[config.mk]
export PLATFORM = sky130hd
export DESIGN_NAME = ad_16bit_to_byte_unpack_flat
export DESIGN_NICKNAME = d
export VERILOG_FILES = /design/src/rtl/ad_pkg.sv /design/src/rtl/ad_16bit_to_byte_unpack_if.sv /design/src/rtl/ad_ramp_checker.sv /design/src/rtl/ad_16bit_to_byte_unpack.sv /design/src/flat_wrapper.sv
export SDC_FILE = /design/constraint.sdc
export NUM_CORES = 1
export LEC_CHECK = 0
export BUFFER_PORTS_ARGS = -buffer_cell sky130_fd_sc_hd__buf_2
export CAP_MARGIN = 40
export CORE_MARGIN = 2
export CORE_UTILIZATION = 59
export CTS_BUF_LIST = sky130_fd_sc_hd__clkbuf_8 sky130_fd_sc_hd__clkbuf_16
export DETAILED_ROUTE_END_ITERATION = 10
export GPL_TIMING_DRIVEN = 0
export PLACE_DENSITY = 0.85
export SYNTH_ARGS = -nofsm -noshare
export SYNTH_HDL_FRONTEND = slang
export SYNTH_SLANG_ARGS = --single-unit
[constraint.sdc]
create_clock -name clk -period 4 [get_ports clk]
set_input_delay 0.4 -clock clk [delete_from_list [all_inputs] [get_ports clk]]
set_output_delay 0.4 -clock clk [all_outputs]
set_load 0.05 [all_outputs]
[src/rtl/ad_pkg.sv]
// Shared types and constants for the 16-bit word to byte unpacker
// and its test-ramp checker.
package ad_pkg;

  localparam logic [1:0] CH_SEL_CH1  = 2'b01;
  localparam logic [1:0] CH_SEL_CH2  = 2'b00;
  localparam logic [1:0] CH_SEL_TEST = 2'b10;

  localparam int TEST_RAMP_W = 10;

  typedef enum logic [1:0] {
    S_IDLE,
    S_BYTE0,
    S_BYTE1
  } state_t;

  function automatic logic [7:0] pick_byte(
    input logic [15:0] w,
    input logic        hi
  );
    return hi ? w[15:8] : w[7:0];
  endfunction

endpackage

[src/rtl/ad_16bit_to_byte_unpack_if.sv]
// Word-in / byte-out handshake bundle between the SDRAM read FIFO
// and the USB transmit FIFO.
interface ad_16bit_to_byte_unpack_if;

  logic [15:0] word_in;
  logic        word_valid;
  logic        word_ready;
  logic [7:0]  byte_out;
  logic        byte_valid;
  logic        byte_ready;

  modport master (
    output word_in,
    output word_valid,
    output byte_ready,
    input  word_ready,
    input  byte_out,
    input  byte_valid
  );

  modport slave (
    input  word_in,
    input  word_valid,
    input  byte_ready,
    output word_ready,
    output byte_out,
    output byte_valid
  );

endinterface

[src/rtl/ad_ramp_checker.sv]
// Test-ramp checker: {4'd0, ramp[9:0], 2'd0} with ramp stepping by one,
// sticky flag and saturating mismatch count.
module ad_ramp_checker
  import ad_pkg::*;
#(
  parameter int ERR_W = 16
) (
  input  logic             clk,
  input  logic             rst,
  input  logic             clear,
  input  logic             valid,
  input  logic             unseed,
  input  logic [15:0]      word,
  output logic [ERR_W-1:0] err_cnt,
  output logic             err_flag
);

  logic [TEST_RAMP_W-1:0] prev;
  logic [TEST_RAMP_W-1:0] ramp;
  logic                   seeded;
  logic                   zero_bad;
  logic                   seq_bad;
  logic                   bad;

  assign ramp     = word[2 +: TEST_RAMP_W];
  assign zero_bad = (word[15:12] != 4'd0) ||
                    (word[1:0] != 2'd0);
  assign seq_bad  = seeded &&
                    (ramp != prev + TEST_RAMP_W'(1));
  assign bad      = zero_bad || seq_bad;

  // A clear coinciding with a word discards its verdict but keeps it as seed
  always_ff @(posedge clk or posedge rst) begin
    if (rst) begin
      prev     <= '0;
      seeded   <= 1'b0;
      err_cnt  <= '0;
      err_flag <= 1'b0;
    end else if (clear) begin
      err_cnt  <= '0;
      err_flag <= 1'b0;
      seeded   <= valid;
      if (valid)
        prev <= ramp;
    end else if (valid) begin
      prev   <= ramp;
      seeded <= 1'b1;
      if (bad) begin
        err_flag <= 1'b1;
        if (err_cnt != '1)
          err_cnt <= err_cnt + ERR_W'(1);
      end
    end else if (unseed) begin
      seeded <= 1'b0;
    end
  end

endmodule

[src/rtl/ad_16bit_to_byte_unpack.sv]
// Serialises 16-bit SDRAM read words into USB bytes: one byte per
// word in channel modes, both bytes plus ramp checking in test mode.
module ad_16bit_to_byte_unpack
  import ad_pkg::*;
#(
  parameter bit HI_FIRST = 1'b0,
  parameter int ERR_W    = 16,
  parameter int CNT_W    = 32
) (
  input  logic                   clk,
  input  logic                   rst,
  input  logic [1:0]             ch_sel,
  input  logic                   chk_clear,
  ad_16bit_to_byte_unpack_if.slave bus,
  output logic [ERR_W-1:0]       err_cnt,
  output logic                   err_flag,
  output logic [CNT_W-1:0]       word_cnt
);

  state_t      state;
  state_t      state_d;
  logic [15:0] word_q;
  logic        test_q;
  logic        accept;
  logic        is_test;
  logic        word_ready_d;
  logic        byte_valid_d;
  logic [7:0]  byte_out_d;

  assign accept  = bus.word_valid && bus.word_ready;
  assign is_test = (ch_sel == CH_SEL_TEST);

  always_ff @(posedge clk or posedge rst) begin
    if (rst)
      state <= S_IDLE;
    else
      state <= state_d;
  end

  always_comb begin
    state_d      = state;
    word_ready_d = 1'b0;
    byte_valid_d = bus.byte_valid;
    byte_out_d   = bus.byte_out;
    unique case (state)
      S_IDLE: begin
        word_ready_d = 1'b1;
        if (accept) begin
          state_d      = S_BYTE0;
          word_ready_d = 1'b0;
          byte_valid_d = 1'b1;
          byte_out_d   = pick_byte(bus.word_in,
                                   is_test && HI_FIRST);
        end
      end
      S_BYTE0: begin
        if (bus.byte_ready) begin
          if (test_q) begin
            state_d    = S_BYTE1;
            byte_out_d = pick_byte(word_q, !HI_FIRST);
          end else begin
            state_d      = S_IDLE;
            word_ready_d = 1'b1;
            byte_valid_d = 1'b0;
          end
        end
      end
      S_BYTE1: begin
        if (bus.byte_ready) begin
          state_d      = S_IDLE;
          word_ready_d = 1'b1;
          byte_valid_d = 1'b0;
        end
      end
      default: state_d = S_IDLE;
    endcase
  end

  // word_ready is registered so it stays low for the first cycle out of reset
  always_ff @(posedge clk or posedge rst) begin
    if (rst) begin
      bus.word_ready <= 1'b0;
      bus.byte_valid <= 1'b0;
      bus.byte_out   <= '0;
      word_q         <= '0;
      test_q         <= 1'b0;
      word_cnt       <= '0;
    end else begin
      bus.word_ready <= word_ready_d;
      bus.byte_valid <= byte_valid_d;
      bus.byte_out   <= byte_out_d;
      if (accept) begin
        word_q   <= bus.word_in;
        test_q   <= is_test;
        word_cnt <= word_cnt + CNT_W'(1);
      end
    end
  end

  ad_ramp_checker #(
    .ERR_W (ERR_W)
  ) u_chk (
    .clk      (clk),
    .rst      (rst),
    .clear    (chk_clear),
    .valid    (accept && is_test),
    .unseed   (accept && !is_test),
    .word     (bus.word_in),
    .err_cnt  (err_cnt),
    .err_flag (err_flag)
  );

endmodule

[src/flat_wrapper.sv]
// flat-port wrapper written by rule: the top's interface ports become plain ports
module ad_16bit_to_byte_unpack_flat import ad_pkg::*;
#(
  parameter bit HI_FIRST = 1'b0,
  parameter int ERR_W    = 16,
  parameter int CNT_W    = 32
)
  (clk, rst, ch_sel, chk_clear, err_cnt, err_flag, word_cnt, bus_word_in, bus_word_valid, bus_byte_ready, bus_word_ready, bus_byte_out, bus_byte_valid);
  ad_16bit_to_byte_unpack_if bus_i ();
  input  logic clk;
  input  logic rst;
  input  logic [1:0] ch_sel;
  input  logic chk_clear;
  output logic [ERR_W-1:0] err_cnt;
  output logic err_flag;
  output logic [CNT_W-1:0] word_cnt;
  input wire logic [$bits(bus_i.word_in)-1:0] bus_word_in;
  input wire logic [$bits(bus_i.word_valid)-1:0] bus_word_valid;
  input wire logic [$bits(bus_i.byte_ready)-1:0] bus_byte_ready;
  output wire logic [$bits(bus_i.word_ready)-1:0] bus_word_ready;
  output wire logic [$bits(bus_i.byte_out)-1:0] bus_byte_out;
  output wire logic [$bits(bus_i.byte_valid)-1:0] bus_byte_valid;
  assign bus_i.word_in = bus_word_in;
  assign bus_i.word_valid = bus_word_valid;
  assign bus_i.byte_ready = bus_byte_ready;
  assign bus_word_ready = bus_i.word_ready;
  assign bus_byte_out = bus_i.byte_out;
  assign bus_byte_valid = bus_i.byte_valid;
  ad_16bit_to_byte_unpack #(.HI_FIRST(HI_FIRST), .ERR_W(ERR_W), .CNT_W(CNT_W)) u_core (.clk(clk), .rst(rst), .ch_sel(ch_sel), .chk_clear(chk_clear), .bus(bus_i), .err_cnt(err_cnt), .err_flag(err_flag), .word_cnt(word_cnt));
endmodule
# Word level (Yosys, flattened, before mapping)
# Cells that the tools add are included.
[classes]
n_addsub = 3
eq_ne = 10
muxes = 29
n_reduce_logical = 21
[ops]
columns = ["cell", "n"]
rows = [
  ["two-way mux 16 bit", 4],
  ["adder 32 x 1 -> 32 bit, second input constant", 1],
  ["two-way mux 8 bit", 3],
  ["adder 16 x 1 -> 16 bit, second input constant", 1],
  ["!= test 16 bit, second input constant", 1],
  ["one-hot mux 8 bit (2 select lines)", 1],
  ["two-way mux 1 bit", 14],
  ["adder 10 x 1 -> 10 bit, second input constant", 1],
  ["!= test 10 bit", 1],
  ["nonzero test 2 bit", 5],
  ["two-way mux 2 bit", 4],
  ["!= test 2 bit, second input constant", 3],
  ["one-hot mux 1 bit (3 select lines)", 2],
  ["one-hot mux 2 bit (3 select lines)", 1],
  ["AND reduction 3 bit", 2],
  ["nonzero test 3 bit", 2],
  ["AND reduction 5 bit", 1],
  ["== test 2 bit, second input constant", 2],
  ["logical AND 1 bit", 4],
  ["!= test 2 x 1 -> 1 bit, second input constant", 2],
  ["AND reduction 4 bit", 1],
  ["nonzero test 4 bit", 1],
  ["== test 2 x 1 -> 1 bit, second input constant", 1],
  ["logical NOT 2 bit", 1],
  ["other kinds (3)", 4],
]
[word_totals]
register_bits = 89
input_bits = 23

# Logic depth before layout (Yosys ltp)
# Gate-level depths: netlist of the first run.
[logic_depth]
word_depth = 7
mapped_depth = 10
ltp_nobuf = 8

# Hierarchy
# A second synthesis of the first run with hierarchy kept.
[hier_totals]
cells_unflattened = 408
hier_area_um2 = 4266.6
[modules_own_cells]
columns = ["module", "n_inst", "cells_each", "area_each_um2"]
rows = [
  ["ad_16bit_to_byte_unpack", 1, 205, 2413.6],
  ["ad_ramp_checker", 1, 203, 1853.0],
]

# Worst setup path before layout of the first run
# OpenSTA, ideal clock, no wires.
[synth_path]
path_kind = "reg-to-reg"
from = "register u_core.u_chk.err_cnt[2]"
to = "register u_core.u_chk.err_cnt[0]"
arrival_time_ns = 2.400
t_required_ns = 3.868
setup_slack_ns = 1.468
path_stages_with_launch = 10
synth_period_minus_slack_ns = 2.532
cell_sequence = "dfrtp_1 and3_1 nand3_1 or2_2 or3_1 a21bo_4 buf_6 buf_6 xor2_1 nor2_1"
[synth_via]
elab_chain_cells = 3
[synth_lines]
columns = ["item", "line_no", "text"]
rows = [
  ["from (decl)", "ad_ramp_checker.sv:14", "output logic [ERR_W-1:0] err_cnt,"],
  ["from (signal assigned)", "ad_ramp_checker.sv:51", "err_cnt <= err_cnt + ERR_W'(1);"],
  ["!= test 16 bit", "ad_ramp_checker.sv:50", "if (err_cnt != '1)"],
  ["nonzero test 2 bit (no source line)", "n/a", ""],
  ["AND reduction 3 bit (no source line)", "n/a", ""],
]
# No other way between the ends.
# A chain may end at the register's enable or synchronous reset.

# Final worst setup path of the first run
[layout_path]
from = "register u_core.u_chk.prev[0]"
to = "register u_core.u_chk.err_cnt[13]"
[layout_via]
elab_chain_cells = 6
[layout_lines]
columns = ["item", "line_no", "text"]
rows = [
  ["from (decl)", "ad_ramp_checker.sv:18", "logic [TEST_RAMP_W-1:0] prev;"],
  ["from (signal assigned)", "ad_ramp_checker.sv:44", "prev <= ramp;"],
  ["from (signal assigned)", "ad_ramp_checker.sv:46", "prev <= ramp;"],
  ["adder 10 x 1 -> 10 bit", "ad_ramp_checker.sv:29", "(ramp != prev + TEST_RAMP_W'(1));"],
  ["!= test 10 bit", "ad_ramp_checker.sv:29", ""],
  ["logical AND 1 bit", "ad_ramp_checker.sv:28", "assign seq_bad = seeded &&"],
  ["logical OR 1 bit", "ad_ramp_checker.sv:30", "assign bad = zero_bad || seq_bad;"],
  ["nonzero test 2 bit (no source line)", "n/a", ""],
  ["AND reduction 3 bit (no source line)", "n/a", ""],
]
# No other way between the ends.

==> impl_metrics.csv, run 1 <==
group,metric,value,unit
logic_synthesis,synth_warnings,0,
critical_path,cp-start-kind,"flop",
timing,setup_violations,0,
timing,clock-skew-final,0.00996,ns
cells_and_area,drive_gt1_share,28.2,%
critical_path,crit_path_end_kind,"flop",
clock_tree,cts-root-buf,"clkbuf_8",
status,status,"completed",
logic_synthesis,syn_area_per_cell,10.8,um^2
clock_tree,htree_levels,3,
cells_and_area,layout.cells.non_filler,541,
clock_tree,cts_tree,"yes",
timing,hold_viol_final,0,
clock_tree,ctsResizeCount,0,
critical_path,arrival,2.71,ns
die,io-pin-count,82,
worst_hold_path,hp-start,"bus_word_in[14]",
global_routing,grt_usage,23.3,%
detailed_routing,avgViaCountPerCell,5.69,
clock_tree,cts_buffer_depth,2,
critical_path,r2r_start,"u_core.u_chk.prev[0]$_DFFE_PP0P_",
cells_and_area,design_area,4650,um^2
timing,relSlewSlack,43.6,%
place,dpl_cell_area,4460,um^2
logic_synthesis,synth.distinct_cells,41,
power,p_leak,2.18,nW
timing,clock.fmax,404,MHz
power,powerDensity,603,nW/um^2
critical_path,path_class,"flop to flop",
place,post-dp-hpwl,5970,um
logic_synthesis,ys_seq_elements,81,
global_routing,grt_max_degree,62,
clock_tree,clk-insertion-delay-late,0.36,ns
global_routing,grt_pass1_wl,13600,um
detailed_routing,ant_nets,0,
die,fp.dieW,85.7,um
timing,finalCritPeriodShare,61.9,%
flow_run,drv_cap,0,
timing,tightest_slew,0.838,ns
logic_synthesis,yosysTopAreaCellShare,51.5,%
place,routabilityCongestion,0.837,
cells_and_area,num_antenna_cells,0,
global_routing,antenna_found_initial,0,
clock_tree,cts.sinks,81,
logic_synthesis,syn-num-nets,396,
logic_synthesis,synth_area,3940,um^2
place,dpl.cell_count,524,
logic_synthesis,synthesis.instances,366,
detailed_routing,drc,0,
cells_and_area,area_growth,18.2,%
worst_hold_path,min_path_type,"primary input to flop",
critical_path,required,4.24,ns
clock_tree,clkSlewWorstSetupHoldPaths,0.08,ns
logic_synthesis,ys_seq_area_share,51.5,%
die,die_area,7340,um^2
place,io_buffers,80,
timing,period_needed,2.47,ns
power,total_power,2.80,mW
critical_path,critPathLaunch,"u_core.u_chk.prev[0]$_DFFE_PP0P_",
detailed_routing,num_vias,3076,
logic_synthesis,synth_top_cell_by_area,"dfrtp_1",
clock_tree,cts_made_buffers,9,
timing,grt_setup_unrepaired,"false",
die,die_h,85.7,um
timing,hold_ws,0.295,ns
global_routing,grt_pass1_vias,3026,
global_routing,overflow,0,
die,core_area,6390,um^2
cells_and_area,final_common_cell,"dfrtp_1",
timing,setup_tns,0,ns
cells_and_area,final_nets,489,
die,initial_core_util,61.6,%
detailed_routing,wl_per_cell,14.9,um
logic_synthesis,yosys-top-cells-area,"dfrtp_1 51%, xnor2_1 7.6%, mux2_2 6.0%",
critical_path,critPathMaxFanout,9,
timing,drv_slew,0,
detailed_routing,wirelength,8040,um
detailed_routing,firstDrtPassIters,4,
power,ir_drop,0.522,mV
die,rows,29,
detailed_routing,drtIter0Drc,163,
cells_and_area,mostFrequentLayoutCells,"81 x dfrtp_1, 80 x buf_2, 39 x nand2_1, 34 x xnor2_1, 25 x a21oi_1",
==> per-stage QoR <==
| stage | setup slack (ns) | util [%] |
|---|---|---|
| detailed placement | 1.22 | 69.9 |
| global placement | 0.629 | 69.4 |
| finish | 1.53 | 72.8 |
| CTS | 1.53 | 72.8 |
| floorplan | 1.47 | - |
| global route | 1.38 | 72.8 |
==> layout make-up <==
class	instances	area, um^2
Multi-Input combinational cell	267	1830
Clock inverter	7	55.1
Clock buffer	9	124
Buffer	8	45.0
Fill cell	486	1730
Tap cell	77	96.3
Timing Repair Buffer	82	438
Sequential cell	81	2030
Inverter	10	40.0
==> worst paths after layout <==
path                                                        endpoint  cells after the start  slack (ns)
worst max-delay path            u_core.u_chk.err_cnt[13]$_DFFE_PP0P_                      8        1.53
min in group asynchronous          u_core.bus.byte_valid$_DFFE_PP0P_                      3        0.54
worst min-delay path                   u_core.word_q[14]$_DFFE_PP0P_                      2        0.29
max in group asynchronous       u_core.u_chk.err_cnt[11]$_DFFE_PP0P_                      4        2.89
worst min register to register       u_core.word_cnt[31]$_DFFE_PP0P_                      1        0.47
worst max register to register  u_core.u_chk.err_cnt[13]$_DFFE_PP0P_                      8        1.53
==> report_power, final <==
part	total (mW)	switching, mW	leakage [nW]	internal (mW)
sequential	1.18	0.173	1.05	1.01
clock	0.543	0.315	0.0741	0.228
combinational	1.08	0.680	1.06	0.397
==> flip-flops by register name, summed over array words and instances, names as in the netlist <==
register	cells
u_core.test_q	1
u_core.u_chk.err_flag	1
u_core.bus.word_ready	1
u_core.u_chk.err_cnt	16
u_core.u_chk.seeded	1
u_core.state	2
u_core.bus.byte_out	8
u_core.bus.byte_valid	1
u_core.u_chk.prev	10
u_core.word_q	8
u_core.word_cnt	32
==> Yosys cell counts <==
cell,number
a21bo_4,1
o21ai_0,8
or4_1,2
o31ai_1,3
o21ai_1,5
or3_1,10
inv_1,10
a31o_2,1
and3_1,8
a31oi_1,1
a2111oi_2,1
nand2_1,39
o21ba_2,1
nand3_1,22
xnor2_1,34
nand4_1,8
a211oi_1,1
nand2b_1,2
or3b_2,1
nor3_1,2
nand4b_4,1
clkbuf_1,3
a2111oi_0,2
nor2_1,24
and4_1,5
dfrtp_1,81
nor2b_1,4
buf_6,2
buf_1,3
o31a_1,1
o41ai_2,1
mux2i_1,8
nand3b_1,1
mux2_2,21
ha_1,7
a31oi_4,1
nor4_1,3
xor2_1,10
or2_2,2
o32a_1,1
a21oi_1,25
==> what timing repair did <==
item / CTS / global route
hold buffers: 1 / 0
setup endpoints to repair: 0 / 0
hold endpoints to repair: 12 / 0
buffers inserted: 0 / 0
==> worst max-delay path: stages (launching register included) <==
cell and delay [ns]:
dfrtp_1 0.46, ha_1 0.24, nand3_1 0.18, nor2_1 0.13, a211oi_1 0.06, o32a_1 0.37
a21bo_4 0.26, nor4_1 0.30, mux2_2 0.37
==> cells by family (layout without fill, tap and decap cells) <==
logic type / Yosys count / in the layout / share of synthesized area (%)
AO/OA/AOI/OAI: 53 / 53 / 8.90
XOR/XNOR: 44 / 44 / 9.79
adder cells (fa/ha/maj): 7 / 7 / 2.22
buffers and inverters: 18 / 116 / 2.10
flip-flops: 81 / 81 / 51.5
multiplexers: 29 / 29 / 8.04
AND/OR/NAND/NOR: 134 / 134 / 17.5
==> per-layer routing <==
layer	GRT usage [%]	wire length (um)	vias up
li1	-	-	1474
met1	30.2	3510	1513
met2	39.6	4020	83
met3	4.04	437	6
met4	7.94	68	0
met5	0	0	-
Power figures use the tool's default switching activity.
==> run 2: changes to the inputs <==
Settings changed: CORE_UTILIZATION 59 to 49, PLACE_DENSITY 0.85 to 0.76.
Clock period 4 ns to 2.05 ns, I/O delays scaled along.
==> run 2 against run 1 <==
  * The run now ends with setup timing left
  * Combinational power is 150% higher
  * Worst hold slack lost 0.20 ns
  * Sequential cell count stayed put
  * Via count increased by 1.5%
  * Sequential power is 97% higher
  * Largest power group is now combinational logic
  * Highest routed layer unchanged
==> impl_metrics.csv, run 2 (same netlist as run 1, synthesis figures left out) <==
group,metric,value,unit
status,status,"complete, but fails checks",
status,violations,"setup timing",
worst_hold_path,hold_path_depth,2,
critical_path,critPathMaxFanout,5,
power,total_power,6.14,mW
power,p_int,3.62,mW
flow_run,drv_cap,0,
critical_path,crit_family,"compound AO/OA/AOI/OAI gates",
die,die_h,93.6,um
timing,setup_violations,16,
critical_path,path_cells,"ha_4 > nand3_4 > nor2_2 > a211oi_1 > o32a_1 > a21bo_4 > nor4_4 > mux2_4",
place,io_buffers,80,
place,post-dp-hpwl,6080,um
cells_and_area,final_common_cell,"buf_2",
power,clockPowerShare,18.5,%
timing,finalCritPeriodShare,110,%
clock_tree,cts_tree,"yes",
cells_and_area,num_antenna_cells,0,
global_routing,overflow,0,
detailed_routing,firstDrtPassIters,4,
power,ir_drop,1.03,mV
power,power_frac_seq,37.8,%
place,routabilityCongestion,0.813,
power,power.switching,2.52,mW
timing,clock.fmax,442,MHz
cells_and_area,multi_input_area,2110,um^2
worst_hold_path,min_path_type,"primary input to flop",
clock_tree,clk-insertion-delay-late,0.35,ns
timing,tightest_slew,0.835,ns
die,fp.dieW,93.6,um
cells_and_area,reg_top3,"u_core.word_cnt (32), u_core.u_chk.err_cnt (16), u_core.u_chk.prev (10)",
detailed_routing,wirelength,8920,um
global_routing,grt_usage,21.7,%
die,core_area,7770,um^2
critical_path,cp-start-kind,"flop",
timing,drv_slew,0,
timing,grt_setup_unrepaired,"true",
power,p_leak,2.37,nW
detailed_routing,avgViaCountPerCell,5.31,
detailed_routing,wl_per_cell,15.2,um
clock_tree,cts_made_buffers,9,
global_routing,grt_max_degree,38,
critical_path,r2r_end,"u_core.u_chk.err_cnt[13]$_DFFE_PP0P_",
power,p_sw_share,41.0,%
cells_and_area,regMostFlops,"u_core.word_cnt",
critical_path,arrival,2.49,ns
clock_tree,htree_levels,3,
detailed_routing,num_vias,3121,
timing,layout_setup_ws,-0.212,ns
global_routing,grt_pass1_wl,15000,um
critical_path,slowest_delay,0.42,ns
die,io-pin-count,82,
worst_hold_path,worstHoldEndpoint,"u_core.word_q[14]$_DFFE_PP0P_",
clock_tree,cts_buffer_depth,2,
timing,relSlewSlack,43.8,%
critical_path,critPathBufInv,0,
cells_and_area,regArea,2040,um^2
timing,hold_viol_final,0,
critical_path,cp_slowest_cell,"dfrtp_1",
timing,period_needed,2.26,ns
cells_and_area,drive_gt1_share,40.7,%
detailed_routing,drc,0,
critical_path,reg2reg_depth,8,
cells_and_area,fillers,613,
global_routing,antenna_found_initial,0,
clock_tree,cts-root-buf,"clkbuf_8",
worst_hold_path,hp-start,"bus_word_in[14]",
die,die_area,8770,um^2
die,initial_core_util,50.7,%
critical_path,r2r_start,"u_core.u_chk.prev[0]$_DFFE_PP0P_",
global_routing,grt_pass1_vias,3144,
detailed_routing,ant_nets,0,
critical_path,path_class,"flop to flop",
die,rows,32,
clock_tree,cts.sinks,81,
detailed_routing,drtIter0Drc,115,
cells_and_area,utilization,66.8,%
cells_and_area,largest_register_ffs,32,
critical_path,crit_path_end_kind,"flop",
cells_and_area,mostFrequentLayoutCells,"81 x buf_2, 67 x dfrtp_1, 36 x nand2_1, 31 x xnor2_1, 22 x a21oi_1",
power,combPwrFrac,43.7,%
cells_and_area,area_growth,31.9,%
power,powerDensity,1180,nW/um^2
timing,clock-skew-final,0.0136,ns
critical_path,required,2.28,ns
cells_and_area,final_nets,511,
clock_tree,clkSlewWorstSetupHoldPaths,0.09,ns
place,dpl.cell_count,550,
critical_path,reg2reg_slack,-0.21,ns
cells_and_area,layout.cells.non_filler,588,
run 2: layout make-up:
| class | count | share of cell area [%] |
|---|---|---|
| plain buffers | 8 | 1.06 |
| clock buffers | 9 | 2.39 |
| clock inverters | 7 | 1.23 |
| inverters | 10 | 0.796 |
| multi-input cells | 268 | 40.6 |
| flip-flops and latches | 81 | 39.4 |
| well taps | 102 | 2.46 |
| repair buffers | 103 | 12.1 |
run 2: metal layers:
metal	GRT usage (%)	routed length [um]	share of wire (%)
met1	27.6	3930	44
met2	36.3	4510	51
met3	3.87	331	3.7
met4	9.18	140	1.6
met5	0	0	0
run 2: worst register-to-register path: stages (launching register included):
cell and delay [ns]:
dfrtp_1 0.42, ha_4 0.18, nand3_4 0.11, nor2_2 0.11, a211oi_1 0.06, o32a_1 0.40, a21bo_4 0.27, nor4_4 0.27
mux2_4 0.32
run 2: worst max path at each step:
stage                                           end                              from  cells past startpoint  slack [ns]
2_1_floorplan  u_core.u_chk.err_cnt[13]$_DFFE_PP0P_   u_core.bus.word_ready$_DFF_PP0_                      7       -0.23
3_3_place_gp    u_core.u_chk.err_cnt[0]$_DFFE_PP0P_                    bus_word_in[1]                      9       -0.52
3_5_place_dp    u_core.u_chk.err_cnt[0]$_DFFE_PP0P_                    bus_word_in[1]                      9       -0.52
4_1_cts        u_core.u_chk.err_cnt[13]$_DFFE_PP0P_  u_core.u_chk.prev[0]$_DFFE_PP0P_                      8       -0.17
5_1_grt         u_core.u_chk.err_cnt[8]$_DFFE_PP0P_  u_core.u_chk.prev[0]$_DFFE_PP0P_                      9       -0.35
6_report       u_core.u_chk.err_cnt[13]$_DFFE_PP0P_  u_core.u_chk.prev[0]$_DFFE_PP0P_                      8       -0.21
run 2: power by group through the flow:
stage	logic, mW	clock network, mW	registers (mW)
CTS	2.51	1.15	2.31
floorplan	1.13	0	2.84
detailed placement	2.14	0	2.34
global route	2.90	1.23	2.37
finish	2.69	1.14	2.32
global placement	2.06	0	2.33
run 2: timing repair:
item                                    4_1_cts  5_1_grt
resized for setup                            27       27
hold buffers                                  1        0
hold endpoints to repair                      9        0
buffers inserted                             15        3
cloned                                        2        1
pin swaps                                     8       16
endpoints found under the setup margin       29       35
run 2: through the flow:
stage               setup slack, ns  setup TNS [ns]  hold WS (ns)  area (um^2)
floorplan                    -0.235           -2.11         0.354         4000
global placement             -0.519           -7.03         0.455         4520
detailed placement           -0.519           -7.15         0.182         4560
CTS                          -0.169           -1.73        0.0850         5020
global route                 -0.350           -4.78        0.0941         5190
finish                       -0.212           -2.55        0.0967         5190
